**config.mk**
```make
export PLATFORM = sky130hd
export DESIGN_NAME = up_sample
export DESIGN_NICKNAME = d
export VERILOG_FILES = /design/src/rtl/dsp_pkg.sv /design/src/rtl/pace_gen.sv /design/src/rtl/up_sample.sv
export SDC_FILE = /design/constraint.sdc
export NUM_CORES = 1
export LEC_CHECK = 0
export BUFFER_PORTS_ARGS = -buffer_cell sky130_fd_sc_hd__clkbuf_2
export CELL_PAD_IN_SITES_DETAIL_PLACEMENT = 1
export CELL_PAD_IN_SITES_GLOBAL_PLACEMENT = 2
export CORE_UTILIZATION = 41
export DETAILED_ROUTE_END_ITERATION = 7
export GPL_TIMING_DRIVEN = 1
export PLACE_DENSITY_LB_ADDON = 0.2
export SLEW_MARGIN = 5
export SYNTH_ARGS = -nofsm -noshare
export SYNTH_HDL_FRONTEND = slang
export SYNTH_HIERARCHICAL = 1
export SYNTH_SLANG_ARGS = --single-unit
```
**constraint.sdc**
```tcl
create_clock -name clk -period 11.1 [get_ports clk]
set_input_delay 1.665 -clock clk [delete_from_list [all_inputs] [get_ports clk]]
set_output_delay 1.665 -clock clk [all_outputs]
set_load 0.005 [all_outputs]
```
**src/rtl/dsp_pkg.sv**
```systemverilog
// Shared DSP datapath definitions: sample and prescaler widths, upsampler
// state encoding and a small helper for "zero means one" control fields.
package dsp_pkg;

    localparam int DATA_W = 13;
    localparam int PSC_W  = 16;

    typedef enum logic {
        IDLE = 1'b0,
        EMIT = 1'b1
    } up_state_t;

    // Factor and prescaler fields treat 0 the same as 1.
    function automatic logic [PSC_W-1:0] at_least_one(input logic [PSC_W-1:0] v);
        return (v == '0) ? PSC_W'(1) : v;
    endfunction

endpackage

```
**src/rtl/pace_gen.sv**
```systemverilog
// Prescaler counter: ticks when the count is zero, wraps after max(psc,1)
// clocks, and is held at zero while restart is asserted.
module pace_gen
    import dsp_pkg::*;
(
    input  logic             clk,
    input  logic             rst_n,
    input  logic             restart,
    input  logic [PSC_W-1:0] psc,
    output logic             tick
);

    logic [PSC_W-1:0] psc_cnt;
    logic [PSC_W-1:0] psc_last;

    assign psc_last = at_least_one(psc) - PSC_W'(1);
    assign tick     = (psc_cnt == '0);

    // The >= compare keeps the counter bounded when psc shrinks mid-count.
    always_ff @(posedge clk or negedge rst_n) begin
        if (!rst_n) begin
            psc_cnt <= '0;
        end else if (restart || (psc_cnt >= psc_last)) begin
            psc_cnt <= '0;
        end else begin
            psc_cnt <= psc_cnt + PSC_W'(1);
        end
    end

endmodule

```
**src/rtl/up_sample.sv**
```systemverilog
// Integer-factor upsampler with one-entry skid buffer and paced output.
// Default build zero-stuffs; defining UP_SAMPLE_ZOH_EN selects zero-order hold.
module up_sample #(
    parameter int SYS_CLK_FREQ_MHZ = 50,
    parameter int DATA_W           = dsp_pkg::DATA_W
) (
    input  logic              clk,
    input  logic              rst_n,
    input  logic [15:0]       up_factor_i,
    input  logic [15:0]       out_psc_i,
    input  logic              raw_data_valid_i,
    output logic              raw_data_ready_o,
    input  logic [DATA_W-1:0] raw_data_i,
    output logic              up_data_valid_o,
    output logic [DATA_W-1:0] up_data_o,
    output logic              busy_o
);
    import dsp_pkg::*;

    if (SYS_CLK_FREQ_MHZ <= 0) begin : g_clk_check
        $error("SYS_CLK_FREQ_MHZ must be positive");
    end

    up_state_t         state;
    logic [DATA_W-1:0] cur_data, buf_data, src_data, emit_data;
    logic [15:0]       cur_l, ph, src_l, src_ph;
    logic              buf_full, accept, idle_acc, tick, emit, last;
    logic              load_in, load_buf, buf_wr, next_idle;
    logic              vld_p1;
    logic [DATA_W-1:0] data_p1;

    assign raw_data_ready_o = !buf_full;
    assign busy_o           = (state == EMIT) || buf_full;
    assign up_data_valid_o  = vld_p1;
    assign up_data_o        = data_p1;

    assign accept   = raw_data_valid_i && raw_data_ready_o;
    assign idle_acc = (state == IDLE) && accept;

    // An accept in IDLE emits phase 0 straight from the input so the first
    // strobe appears one cycle after the transfer.
    always_comb begin
        src_data = cur_data;
        src_l    = cur_l;
        src_ph   = ph;
        if (state == IDLE) begin
            src_data = raw_data_i;
            src_l    = at_least_one(up_factor_i);
            src_ph   = '0;
        end
    end

    assign emit     = idle_acc || ((state == EMIT) && tick);
    assign last     = (src_ph == src_l - 16'd1);
    assign load_in  = accept && ((state == IDLE) || (emit && last));
    assign load_buf = (state == EMIT) && emit && last && buf_full;
    assign buf_wr   = accept && !load_in;

`ifdef UP_SAMPLE_ZOH_EN
    assign emit_data = src_data;
`else
    assign emit_data = (src_ph == '0) ? src_data : '0;
`endif

    always_comb begin
        next_idle = 1'b0;
        if (state == IDLE) begin
            next_idle = !(idle_acc && !last);
        end else begin
            next_idle = emit && last && !buf_full && !accept;
        end
    end

    // Held at zero whenever idle, so pacing restarts from the first emission.
    pace_gen u_pace (
        .clk     (clk),
        .rst_n   (rst_n),
        .restart (next_idle),
        .psc     (out_psc_i),
        .tick    (tick)
    );

    // Stage p1: control state and registered output strobe/data
    always_ff @(posedge clk or negedge rst_n) begin
        if (!rst_n) begin
            state    <= IDLE;
            ph       <= '0;
            cur_l    <= '0;
            buf_full <= 1'b0;
            vld_p1   <= 1'b0;
            data_p1  <= '0;
        end else begin
            state   <= next_idle ? IDLE : EMIT;
            vld_p1  <= emit;
            data_p1 <= emit ? emit_data : '0;
            if (load_buf) begin
                cur_l    <= at_least_one(up_factor_i);
                ph       <= '0;
                buf_full <= 1'b0;
            end else if (load_in) begin
                cur_l <= at_least_one(up_factor_i);
                ph    <= ((state == IDLE) && !last) ? 16'd1 : 16'd0;
            end else if (emit) begin
                ph <= last ? 16'd0 : ph + 16'd1;
            end
            if (buf_wr) begin
                buf_full <= 1'b1;
            end
        end
    end

    always_ff @(posedge clk) begin
        if (load_buf) begin
            cur_data <= buf_data;
        end else if (load_in) begin
            cur_data <= raw_data_i;
        end
        if (buf_wr) begin
            buf_data <= raw_data_i;
        end
    end

endmodule

```
==> impl_metrics.json <==
{
  "syn_nets": 640,
  "whs_path_depth": 2,
  "maxSlewViolCount": 0,
  "grt_max_degree": 65,
  "synthToLayoutAreaGrowth_pct": 12.96,
  "hold_viol_final": 0,
  "grt_use_met1": 0.2941,
  "cts_tree": "done",
  "dp_hpwl_um": 11320,
  "chipWidth_um": 121.3,
  "period_share": 0.5958,
  "r2r_cells": 11,
  "crit_chain": "clkbuf_2 -> or4_4 -> o41ai_4 -> o21a_2 -> inv_1 -> ha_1 -> xor2_1 -> xnor2_1 -> a32oi_1 -> nor4b_2 -> o211a_1 -> nand4_1 -> nor3_2 -> mux2_1",
  "synth-warning-count": 6,
  "die_area_sq_mm": 0.01471,
  "antenna_cells": 0,
  "syn-mean-instance-area_sq_um": 10.22,
  "gr-usage-met3": 0.04887,
  "vias": 4633,
  "drive_gt1_frac": 0.2070,
  "core_sq_mm": 0.01388,
  "synth_top_cell_by_area": "dfrtp_1",
  "grt_pass1_wl_um": 25730,
  "layout.cells.non_filler": 808,
  "p_per_area_mw_per_mm2": 146.1,
  "slowest_stage": "nor3_2",
  "synth_edf_count": 26,
  "clkSinkCount": 90,
  "whs_ns": 0.5056,
  "final_antenna_net_count": 0,
  "clock_latency_ns": 0.35,
  "async_flop_share": 0.7111,
  "p_leak_nw": 2.835,
  "met2_usage": 0.3854,
  "start_util": 0.4202,
  "rrSetupSlack_ns": 5.64,
  "clkTransAtPathRegs_ns": 0.07,
  "hold-path-endpoint": "up_data_o[8]$_DFF_PN0_",
  "critical-path-max-stage-delay_ns": 1.17,
  "ys_ff_latch": 90,
  "ys_seq_area_frac": 0.4084,
  "hold_path_class": "register to register",
  "synth_area_sq_mm": 0.005833,
  "drc_errors": 0,
  "hold_buffers": 0,
  "cp_max_fo": 20,
  "cts_buffers": 9,
  "die_h_um": 121.3,
  "synth.top_cell.area_share": 0.2746,
  "finalCriticalPeriod_ns": 6.613,
  "place_inst": 792,
  "cts.htree.levels": 3,
  "hp-start": "cur_data[8]$_DFFE_PP_",
  "antenna_found_initial": 0,
  "clockBufferDepth": 2,
  "crit_type": "input pin to register",
  "yosys-top-cells-area": "dfrtp_1 27%, edfxtp_1 13%, xnor2_1 5.0%, ha_1 4.5%, mux2i_1 3.8%",
  "postRouteWirelength_um": 15340,
  "post_synth_num_cell_types": 69,
  "worstReg2RegEnd": "cur_data[12]$_DFFE_PP_",
  "final_util": 0.4747,
  "setup_viol": 0,
  "critPathCaptureType": "register",
  "clock_skew_ns": 0.01060,
  "cts_root_buf": "clkbuf_16",
  "post_cts_buffers": 0,
  "syn_inst": 571,
  "r2r_start": "state$_DFF_PN0_",
  "cp.required_ns": 11.20,
  "relSlewSlack": 0.2586,
  "grt_pass1_vias": 4922,
  "cp-start-kind": "input pin",
  "routedWlPerCell_um": 18.99,
  "nets": 692,
  "rows": 43,
  "status": "finished, final reports clean",
  "place_congestion": 0.8372,
  "ir_drop_mv": 0.1189,
  "grt_usage": 0.2280,
  "ctsResizeCount": 0,
  "grt-ovfl-total": 0,
  "io_buffers": 63,
  "fin_setup_tns_ns": 0,
  "power_mw": 0.9629,
  "drtPass1Iterations": 4,
  "rsz0062_at_grt": "false",
  "drt-vias-per-instance": 5.734,
  "num_io_pins": 64,
  "drtIter0Drc": 246,
  "drv_cap": 0,
  "cp.arrival_ns": 6.71,
  "busiest_layer": "met2",
  "max_freq_mhz": 151.2,
  "synth_ff_type": "dfrtp_1",
  "max_slew.worst_pin.slew_ns": 1.106
}
-- cells in the mapped netlist, types with 13 or more instances --
| master | count |
|---|---|
| mux2_1 | 14 |
| edfxtp_1 | 26 |
| nor2_1 | 41 |
| nor4_1 | 17 |
| xnor2_1 | 33 |
| ha_1 | 21 |
| inv_1 | 16 |
| nor3_1 | 31 |
| clkbuf_1 | 17 |
| nand3_1 | 20 |
| mux2i_1 | 22 |
| a21oi_1 | 13 |
| nand2_1 | 39 |
| dfrtp_1 | 64 |
| xor2_1 | 21 |
-- cell type report --
cell class	count	area, sq um
well taps	180	225.2
inverters	16	60.06
fillers	1541	7292
repair buffers	67	345.3
multi-input cells	439	3268
flip-flops and latches	90	2384
clock inverters	7	81.33
clock buffers	9	225.2
-- per-stage QoR --
stage,cell area (sq um),setup slack [ns]
finish,6589,4.487
detailed placement,6282,4.115
global placement,6282,4.318
global route,6589,4.110
CTS,6589,4.484
floorplan,5833,5.720
-- registers in the layout, indices dropped and copies added (netlist names) --
register	cells
state	1
cur_l	16
ph	16
u_pace/psc_cnt	16
buf_data	13
up_data_o	13
up_data_valid_o	1
buf_full	1
cur_data	13
-- worst max-delay path, delay by kind of cell --
| family | cells | cell delay (ns) |
|---|---|---|
| AOI/OAI and AO/OA | 4 | 1.07 |
| muxes | 1 | 0.40 |
| buffers and inverters | 2 | 0.18 |
| adders and majority gates | 1 | 0.29 |
| xor gates and xnor gates | 2 | 0.37 |
| and+or+nand+nor | 4 | 2.73 |
-- placed cells by master (no fill, tap or decap), types with 13 or more instances in the layout --
cell	n
ha_1	21
nor2_1	41
mux2_1	14
nand2_1	39
a21oi_1	13
xnor2_1	33
xor2_1	21
clkbuf_2	62
nor3_1	30
edfxtp_1	26
mux2i_1	22
nor4_1	17
inv_1	16
nand3_1	20
dfrtp_1	63
-- worst max path at each step --
stage,startpoint,end,cells past startpoint
floorplan,up_factor_i[15],u_pace/psc_cnt[10]$_DFF_PN0_,17
global placement,up_factor_i[15],cur_data[3]$_DFFE_PP_,14
finish,up_factor_i[15],cur_data[12]$_DFFE_PP_,14
global route,up_factor_i[8],cur_data[2]$_DFFE_PP_,14
detailed placement,up_factor_i[15],cur_data[7]$_DFFE_PP_,14
CTS,up_factor_i[15],cur_data[12]$_DFFE_PP_,14
-- per-layer routing --
| metal | wire [um] | up-vias | part of all wire |
|---|---|---|---|
| met4 | 192 | 0 | 0.013 |
| met5 | 0 | - | 0 |
| met3 | 390 | 13 | 0.025 |
| li1 | - | 2224 | - |
| met2 | 7711 | 58 | 0.50 |
| met1 | 7048 | 2338 | 0.46 |
-- report_power, final --
group | leakage [nW] | switching (mW) | internal [mW]
registers | 1.09 | 0.0395 | 0.365
logic | 1.60 | 0.135 | 0.101
clock network | 0.148 | 0.144 | 0.179
-- logic make-up after synthesis --
family          count (synthesis)  synth area share
mux                            52            0.1015
xor+xnor                       54           0.08108
fa+ha+maj                      21           0.04504
flops                          90            0.4084
compound gates                 77           0.09931
buf+inv                        42           0.03217
simple gates                  235            0.2325
(Power assumes the default switching activity.)
